==> src/rtl/fme_pkg.sv <==
// fme_pkg: shared types, widths and requester names for the FME clip arbiter
package fme_pkg;
  localparam int REQ_H = 0;
  localparam int REQ_V = 1;
  localparam int REQ_D = 2;
  typedef enum logic {ST_IDLE, ST_BURST} state_t;
  function automatic int id_width(input int n);
    return (n <= 2) ? 1 : $clog2(n);
  endfunction
  function automatic int cnt_width(input int b);
    return $clog2(b + 1);
  endfunction
endpackage

==> src/rtl/fme_rr_pick.sv <==
// fme_rr_pick: round-robin pick of the first request at or above ptr, with wrap
module fme_rr_pick #(
  parameter int N = 3,
  parameter int W = 2
) (
  input  logic [N-1:0] req,
  input  logic [W-1:0] ptr,
  output logic [N-1:0] gnt,
  output logic [W-1:0] idx,
  output logic         found
);
  logic [N-1:0] rot;
  logic [W-1:0] off;
  logic [W:0]   sum;
  // rotate so bit 0 is ptr, take the lowest set bit, map back to an index
  always_comb begin
    rot = N'({req, req} >> ptr);
    off = '0;
    for (int k = N - 1; k >= 0; k--) off = rot[k] ? W'(k) : off;
    sum = {1'b0, ptr} + {1'b0, off};
    idx = (sum >= (W+1)'(N)) ? W'(sum - (W+1)'(N)) : sum[W-1:0];
    found = |req;
    gnt = found ? (N'(1) << idx) : '0;
  end
endmodule

==> src/rtl/fme_clip_arbiter.sv <==
// fme_clip_arbiter: burst round-robin sharing of one clip stage with tagged responses
module fme_clip_arbiter
  import fme_pkg::*;
#(
  parameter int DATAWIDTH = 8,
  parameter int NUM_REQ   = 3,
  parameter int BURST     = 4,
  parameter int LATENCY   = 1
) (
  input  logic                              clock,
  input  logic                              reset_n,
  input  logic [NUM_REQ-1:0]                req,
  input  logic [NUM_REQ*(DATAWIDTH+2)-1:0]  req_data,
  output logic [NUM_REQ-1:0]                gnt,
  output logic                              clip_enable,
  output logic [DATAWIDTH+1:0]              clip_in,
  input  logic [DATAWIDTH-1:0]              clip_out,
  output logic [NUM_REQ-1:0]                rsp_valid,
  output logic [DATAWIDTH-1:0]              rsp_data
);
  localparam int IW = id_width(NUM_REQ);
  localparam int CW = cnt_width(BURST);
  localparam int XW = DATAWIDTH + 2;
  state_t              state, state_nx;
  logic [IW-1:0]       ptr, ptr_nx, owner, owner_nx, arb_ptr, pick_idx, issue_id;
  logic [CW-1:0]       beat_cnt, cnt_nx;
  logic [NUM_REQ-1:0]  arb_req, pick_gnt;
  logic                pick_found, cont, issue, en_q;
  logic [LATENCY-1:0]  tag_v;
  logic [IW-1:0]       tag_id [LATENCY];
  logic [XW-1:0]       data [NUM_REQ];
  // unpack per-requester samples
  always_comb for (int i = 0; i < NUM_REQ; i++) data[i] = req_data[i*XW +: XW];
  // an owner that just finished is excluded so others get the next burst
  assign cont    = reset_n && state == ST_BURST && req[owner] && beat_cnt < CW'(BURST);
  assign arb_ptr = (state == ST_BURST) ? ((owner == IW'(NUM_REQ - 1)) ? '0 : owner + 1'b1) : ptr;
  assign arb_req = reset_n ? ((state == ST_BURST) ? req & ~(NUM_REQ'(1) << owner) : req) : '0;
  fme_rr_pick #(.N(NUM_REQ), .W(IW)) u_pick (
    .req   (arb_req),
    .ptr   (arb_ptr),
    .gnt   (pick_gnt),
    .idx   (pick_idx),
    .found (pick_found)
  );
  // grant, issue mux and next-state decisions
  always_comb begin
    issue       = cont | pick_found;
    issue_id    = cont ? owner : pick_idx;
    gnt         = cont ? NUM_REQ'(1) << owner : pick_gnt;
    clip_in     = issue ? data[issue_id] : '0;
    clip_enable = issue | (|tag_v);
    state_nx    = issue ? ST_BURST : ST_IDLE;
    owner_nx    = issue ? issue_id : owner;
    cnt_nx      = cont ? beat_cnt + 1'b1 : (pick_found ? CW'(1) : '0);
    ptr_nx      = cont ? ptr : arb_ptr;
    rsp_valid   = (tag_v[LATENCY-1] && en_q) ? NUM_REQ'(1) << tag_id[LATENCY-1] : '0;
    rsp_data    = clip_out;
  end
  // arbitration state
  always_ff @(posedge clock or negedge reset_n) begin
    if (!reset_n) begin
      state    <= ST_IDLE;
      ptr      <= '0;
      owner    <= '0;
      beat_cnt <= '0;
    end else begin
      state    <= state_nx;
      ptr      <= ptr_nx;
      owner    <= owner_nx;
      beat_cnt <= cnt_nx;
    end
  end
  // tag valids move in lockstep with the clip stage; reset discards in-flight work
  always_ff @(posedge clock or negedge reset_n) begin
    if (!reset_n) begin
      tag_v <= '0;
      en_q  <= 1'b0;
    end else begin
      en_q <= clip_enable;
      if (clip_enable) tag_v <= LATENCY'({tag_v, issue});
    end
  end
  // tag ids only matter where the matching valid is set
  always_ff @(posedge clock) begin
    if (clip_enable) begin
      tag_id[0] <= issue_id;
      for (int i = 1; i < LATENCY; i++) tag_id[i] <= tag_id[i-1];
    end
  end
endmodule

==> config.mk <==
export PLATFORM = sky130hd
export DESIGN_NAME = fme_clip_arbiter
export DESIGN_NICKNAME = d
export VERILOG_FILES = /design/src/rtl/fme_pkg.sv /design/src/rtl/fme_rr_pick.sv /design/src/rtl/fme_clip_arbiter.sv
export SDC_FILE = /design/constraint.sdc
export NUM_CORES = 1
export LEC_CHECK = 0
export ABC_AREA = 1
export CORE_AREA = 2 2 73 75
export CTS_CLUSTER_DIAMETER = 200
export DETAILED_ROUTE_END_ITERATION = 16
export DIE_AREA = 0 0 75 77
export GPL_TIMING_DRIVEN = 0
export SLEW_MARGIN = 10
export SYNTH_ARGS = -nofsm -noshare
export SYNTH_HDL_FRONTEND = slang
export SYNTH_SLANG_ARGS = --single-unit
==> constraint.sdc <==
create_clock -name clock -period 4.8 [get_ports clock]
set_input_delay 0.48 -clock clock [delete_from_list [all_inputs] [get_ports clock]]
set_output_delay 0.48 -clock clock [all_outputs]
set_load 0.01 [all_outputs]
==> impl_metrics.prom <==
# TYPE chip_impl_metric gauge
chip_impl_metric{name="core_area",unit="mm2"} 0.004977
chip_impl_metric{name="cts_buffer_depth",unit=""} 2
chip_impl_metric{name="fin_worst_skew",unit="ns"} 0.006408
chip_impl_metric{name="worst_skew_pair.late_latency",unit="ns"} 0.25
chip_impl_metric{name="post_drt_via_cell_ratio",unit=""} 4.396
chip_impl_metric{name="routed_wl",unit="um"} 3591
chip_impl_metric{name="worst-endpoint-arrival",unit="ns"} 4.07
chip_impl_metric{name="number_of_vias_after_detailed_routing",unit=""} 1420
chip_impl_metric{name="crit_required",unit="ns"} 4.32
chip_impl_metric{name="pin_count_of_the_biggest_net_entering_global_routing",unit=""} 15
chip_impl_metric{name="die-width",unit="um"} 75
chip_impl_info{name="cts_tree",value="built"} 1
chip_impl_metric{name="slew_headroom",unit=""} 0.6873
chip_impl_metric{name="final_period_util",unit=""} 0.9475
chip_impl_metric{name="die-height",unit="um"} 77
chip_impl_metric{name="route.detailed.wl_per_inst",unit="um"} 11.12
chip_impl_metric{name="fp.dieArea",unit="mm2"} 0.005775
chip_impl_metric{name="antenna_cells_inserted",unit=""} 0
chip_impl_metric{name="post_route_cells_drive_above_1_share",unit=""} 0.1225
chip_impl_metric{name="synthesis.nets",unit=""} 237
chip_impl_metric{name="globalRouteTotalUtil",unit=""} 0.1344
chip_impl_info{name="cts-root-buf",value="sky130_fd_sc_hd__clkbuf_8"} 1
chip_impl_metric{name="router_iterations_before_antenna_repair",unit=""} 4
chip_impl_info{name="min-delay-path-class",value="in2async"} 1
chip_impl_metric{name="post-route-util",unit=""} 0.3967
chip_impl_metric{name="design.portCount",unit=""} 68
chip_impl_metric{name="netlist_area",unit="mm2"} 0.001224
chip_impl_metric{name="grt_pass1_vias",unit=""} 1392
chip_impl_metric{name="finalSetupViolations",unit=""} 0
chip_impl_metric{name="max_cap_viol_count",unit=""} 0
chip_impl_metric{name="portBuffers",unit=""} 59
chip_impl_metric{name="global_route.overflow_total",unit=""} 0
chip_impl_metric{name="seq_total_area_yosys",unit=""} 0.2536
chip_impl_metric{name="drc",unit=""} 0
chip_impl_metric{name="nNetsFinal",unit=""} 301
chip_impl_metric{name="clock_edge_transition_at_the_registers_on_the_reported_setup_and_hold_paths",unit="ns"} 0.06
chip_impl_info{name="crit_type",value="reg2out"} 1
chip_impl_metric{name="antenna_found_initial",unit=""} 0
chip_impl_metric{name="synth_edf_count",unit=""} 2
chip_impl_metric{name="number_of_buffers_inserted_by_hold_repair_at_cts",unit=""} 0
chip_impl_metric{name="drv_slew",unit=""} 0
chip_impl_metric{name="postSynth.asyncResetShare",unit=""} 0.8333
chip_impl_metric{name="synth_cell_types",unit=""} 28
chip_impl_metric{name="gp_routability_congestion",unit=""} 0.8238
chip_impl_metric{name="area_overhead_vs_synth",unit="%"} 61.35
chip_impl_info{name="worst_setup_path_end_kind",value="primary output"} 1
chip_impl_metric{name="filler_cell_count",unit=""} 518
chip_impl_info{name="worstSetupStartpointType",value="flip-flop"} 1
chip_impl_metric{name="syn-instance-count",unit=""} 190
chip_impl_metric{name="max_freq",unit="GHz"} 0.2199
chip_impl_metric{name="synth.yosys.warnings",unit=""} 0
chip_impl_info{name="run_status",value="completed"} 1
chip_impl_info{name="synth_top_flop_cell",value="sky130_fd_sc_hd__dfrtp_1"} 1
chip_impl_metric{name="rows",unit=""} 26
chip_impl_info{name="crit_start",value="owner[1]$_DFFE_PN0P_"} 1
chip_impl_metric{name="final-hold-violation-count",unit=""} 0
chip_impl_metric{name="tritoncts.num_buffers",unit=""} 3
chip_impl_metric{name="worst_slew_pin_slew",unit="ns"} 0.4690
chip_impl_metric{name="post_synth.cell_area_avg",unit="um2"} 6.440
chip_impl_metric{name="place.detailed.hpwl",unit="um"} 2778
chip_impl_metric{name="synth.ff_latch_count",unit=""} 12
chip_impl_info{name="regToRegStartpoint",value="owner[1]$_DFFE_PN0P_"} 1
chip_impl_metric{name="timing.setup.tns",unit="ns"} 0
chip_impl_metric{name="cts.htree.levels",unit=""} 1
chip_impl_metric{name="crit_path_max_fanout",unit=""} 10
chip_impl_metric{name="detail_route.iter0.violations",unit=""} 65
chip_impl_metric{name="start_util",unit=""} 0.2459
chip_impl_metric{name="grt_pass1_wl",unit="um"} 6237
chip_impl_metric{name="antenna_left",unit=""} 0
chip_impl_metric{name="cts_sinks",unit=""} 12
chip_impl_metric{name="period_minus_slack",unit="ns"} 4.548
-- cells in the mapped netlist, types with 2 or more instances --
cell type / number / area share
sky130_fd_sc_hd__nand2_2: 2 / 0.010
sky130_fd_sc_hd__edfxtp_1: 2 / 0.049
sky130_fd_sc_hd__nor2_1: 8 / 0.025
sky130_fd_sc_hd__nor3_1: 2 / 0.0082
sky130_fd_sc_hd__dfrtp_1: 10 / 0.20
sky130_fd_sc_hd__buf_4: 10 / 0.061
sky130_fd_sc_hd__o21ai_0: 8 / 0.033
sky130_fd_sc_hd__buf_2: 3 / 0.012
sky130_fd_sc_hd__nand3_1: 52 / 0.21
sky130_fd_sc_hd__ha_1: 3 / 0.031
sky130_fd_sc_hd__nand2_1: 25 / 0.077
sky130_fd_sc_hd__a21oi_1: 11 / 0.045
sky130_fd_sc_hd__inv_1: 39 / 0.12
-- final timing paths --
kind	to	slack (ns)	depth (start not counted)
worst max-delay path	clip_in[2]	0.25	18
worst min-delay path	ptr[1]$_DFFE_PN0N_	0.11	1
worst max register to register	tag_id[0][1]$_DFFE_PP_	1.49	16
worst min register to register	beat_cnt[0]$_DFF_PN0_	0.48	1
max in group asynchronous	owner[1]$_DFFE_PN0P_	4.43	1
min in group clock	beat_cnt[0]$_DFF_PN0_	0.48	1
-- critical path, cell delays in order, from the launching register on --
cell	delay, ns
sky130_fd_sc_hd__dfrtp_2	0.46
sky130_fd_sc_hd__nor2_2	0.17
sky130_fd_sc_hd__nand2_1	0.12
sky130_fd_sc_hd__nand2_2	0.13
sky130_fd_sc_hd__o22ai_1	0.11
sky130_fd_sc_hd__or2_2	0.29
sky130_fd_sc_hd__a22oi_1	0.16
sky130_fd_sc_hd__ha_1	0.19
sky130_fd_sc_hd__fa_1	0.46
sky130_fd_sc_hd__ha_1	0.22
sky130_fd_sc_hd__nor2_2	0.14
sky130_fd_sc_hd__nand3_1	0.08
sky130_fd_sc_hd__nand2_1	0.14
sky130_fd_sc_hd__nand2_1	0.08
sky130_fd_sc_hd__nand2_1	0.09
sky130_fd_sc_hd__buf_4	0.18
sky130_fd_sc_hd__nand3_1	0.09
sky130_fd_sc_hd__a21oi_1	0.15
sky130_fd_sc_hd__clkdlybuf4s50_1	0.56
-- routing by layer --
metal	track usage	vias to the layer above	share of wire
li1	-	742	-
met1	0.1697	621	0.41
met2	0.2202	53	0.49
met3	0.03811	4	0.088
met4	0.03571	0	0.0095
met5	0	-	0
-- per-stage QoR --
stage               setup WS, ns  instance area, um2  hold slack [ns]  cells
floorplan                  1.231                1224           0.1844    190
global placement         -0.1600                1902           0.4681    319
detailed placement       -0.1985                1902           0.4711    319
CTS                      0.04299                1946           0.3547    323
global route            -0.01146                1974           0.1460    323
finish                    0.2520                1974           0.1131    323
-- state kept, by name, indices dropped and copies added (netlist names) --
register,count
owner,2
ptr,2
en_q,1
state,1
beat_cnt,3
tag_v,1
tag_id,2
-- placed cells by master, fill, tap and decap left out, drive strengths merged --
| cell | synthesis | final |
|---|---|---|
| ha | 3 | 3 |
| nand3 | 53 | 53 |
| nor3b | 1 | 1 |
| a22o | 1 | 1 |
| a22oi | 1 | 1 |
| dfrtp | 10 | 10 |
| nand2 | 28 | 28 |
| fa | 1 | 1 |
| nor2 | 8 | 8 |
| dlymetal6s2s | 0 | 5 |
| o22ai | 1 | 1 |
| nor3 | 2 | 2 |
| clkbuf | 1 | 5 |
| a21oi | 11 | 11 |
| or2 | 2 | 2 |
| clkinv | 0 | 1 |
| clkdlybuf4s50 | 0 | 53 |
| o21ai | 10 | 10 |
| buf | 14 | 14 |
| a31oi | 1 | 1 |
| inv | 39 | 39 |
| edfxtp | 2 | 2 |
| nand4 | 1 | 1 |
-- repair_timing --
action / 4_1_cts / 5_1_grt
gates cloned: 0 / 0
gates resized for setup: 1 / 16
setup buffers: 0 / 0
hold endpoints to repair: 0 / 0
endpoints found under the setup margin: 10 / 11
-- final cells by class --
class	count	area, um2	share of cell area
clock inverters	1	3.754	0.001901
multi-input cells	124	680.7	0.3447
clock buffers	3	41.29	0.02091
well taps	70	87.58	0.04436
inverters	39	146.4	0.07414
repair buffers	59	598.1	0.3029
flip-flops and latches	12	311.5	0.1578
plain buffers	15	105.1	0.05323
-- logic make-up (layout without fill, tap and decap cells) --
group,Yosys count,count (layout),synth area share
DFF,12,12,0.2536
and+or+nand+nor,95,95,0.3753
adders and majority gates,4,4,0.04704
buffers and inverters,54,117,0.2055
AOI/OAI and AO/OA,25,25,0.1186
Power is not shown: default switching activity piles up to over one toggle a cycle in this logic, so the estimate is an artifact.
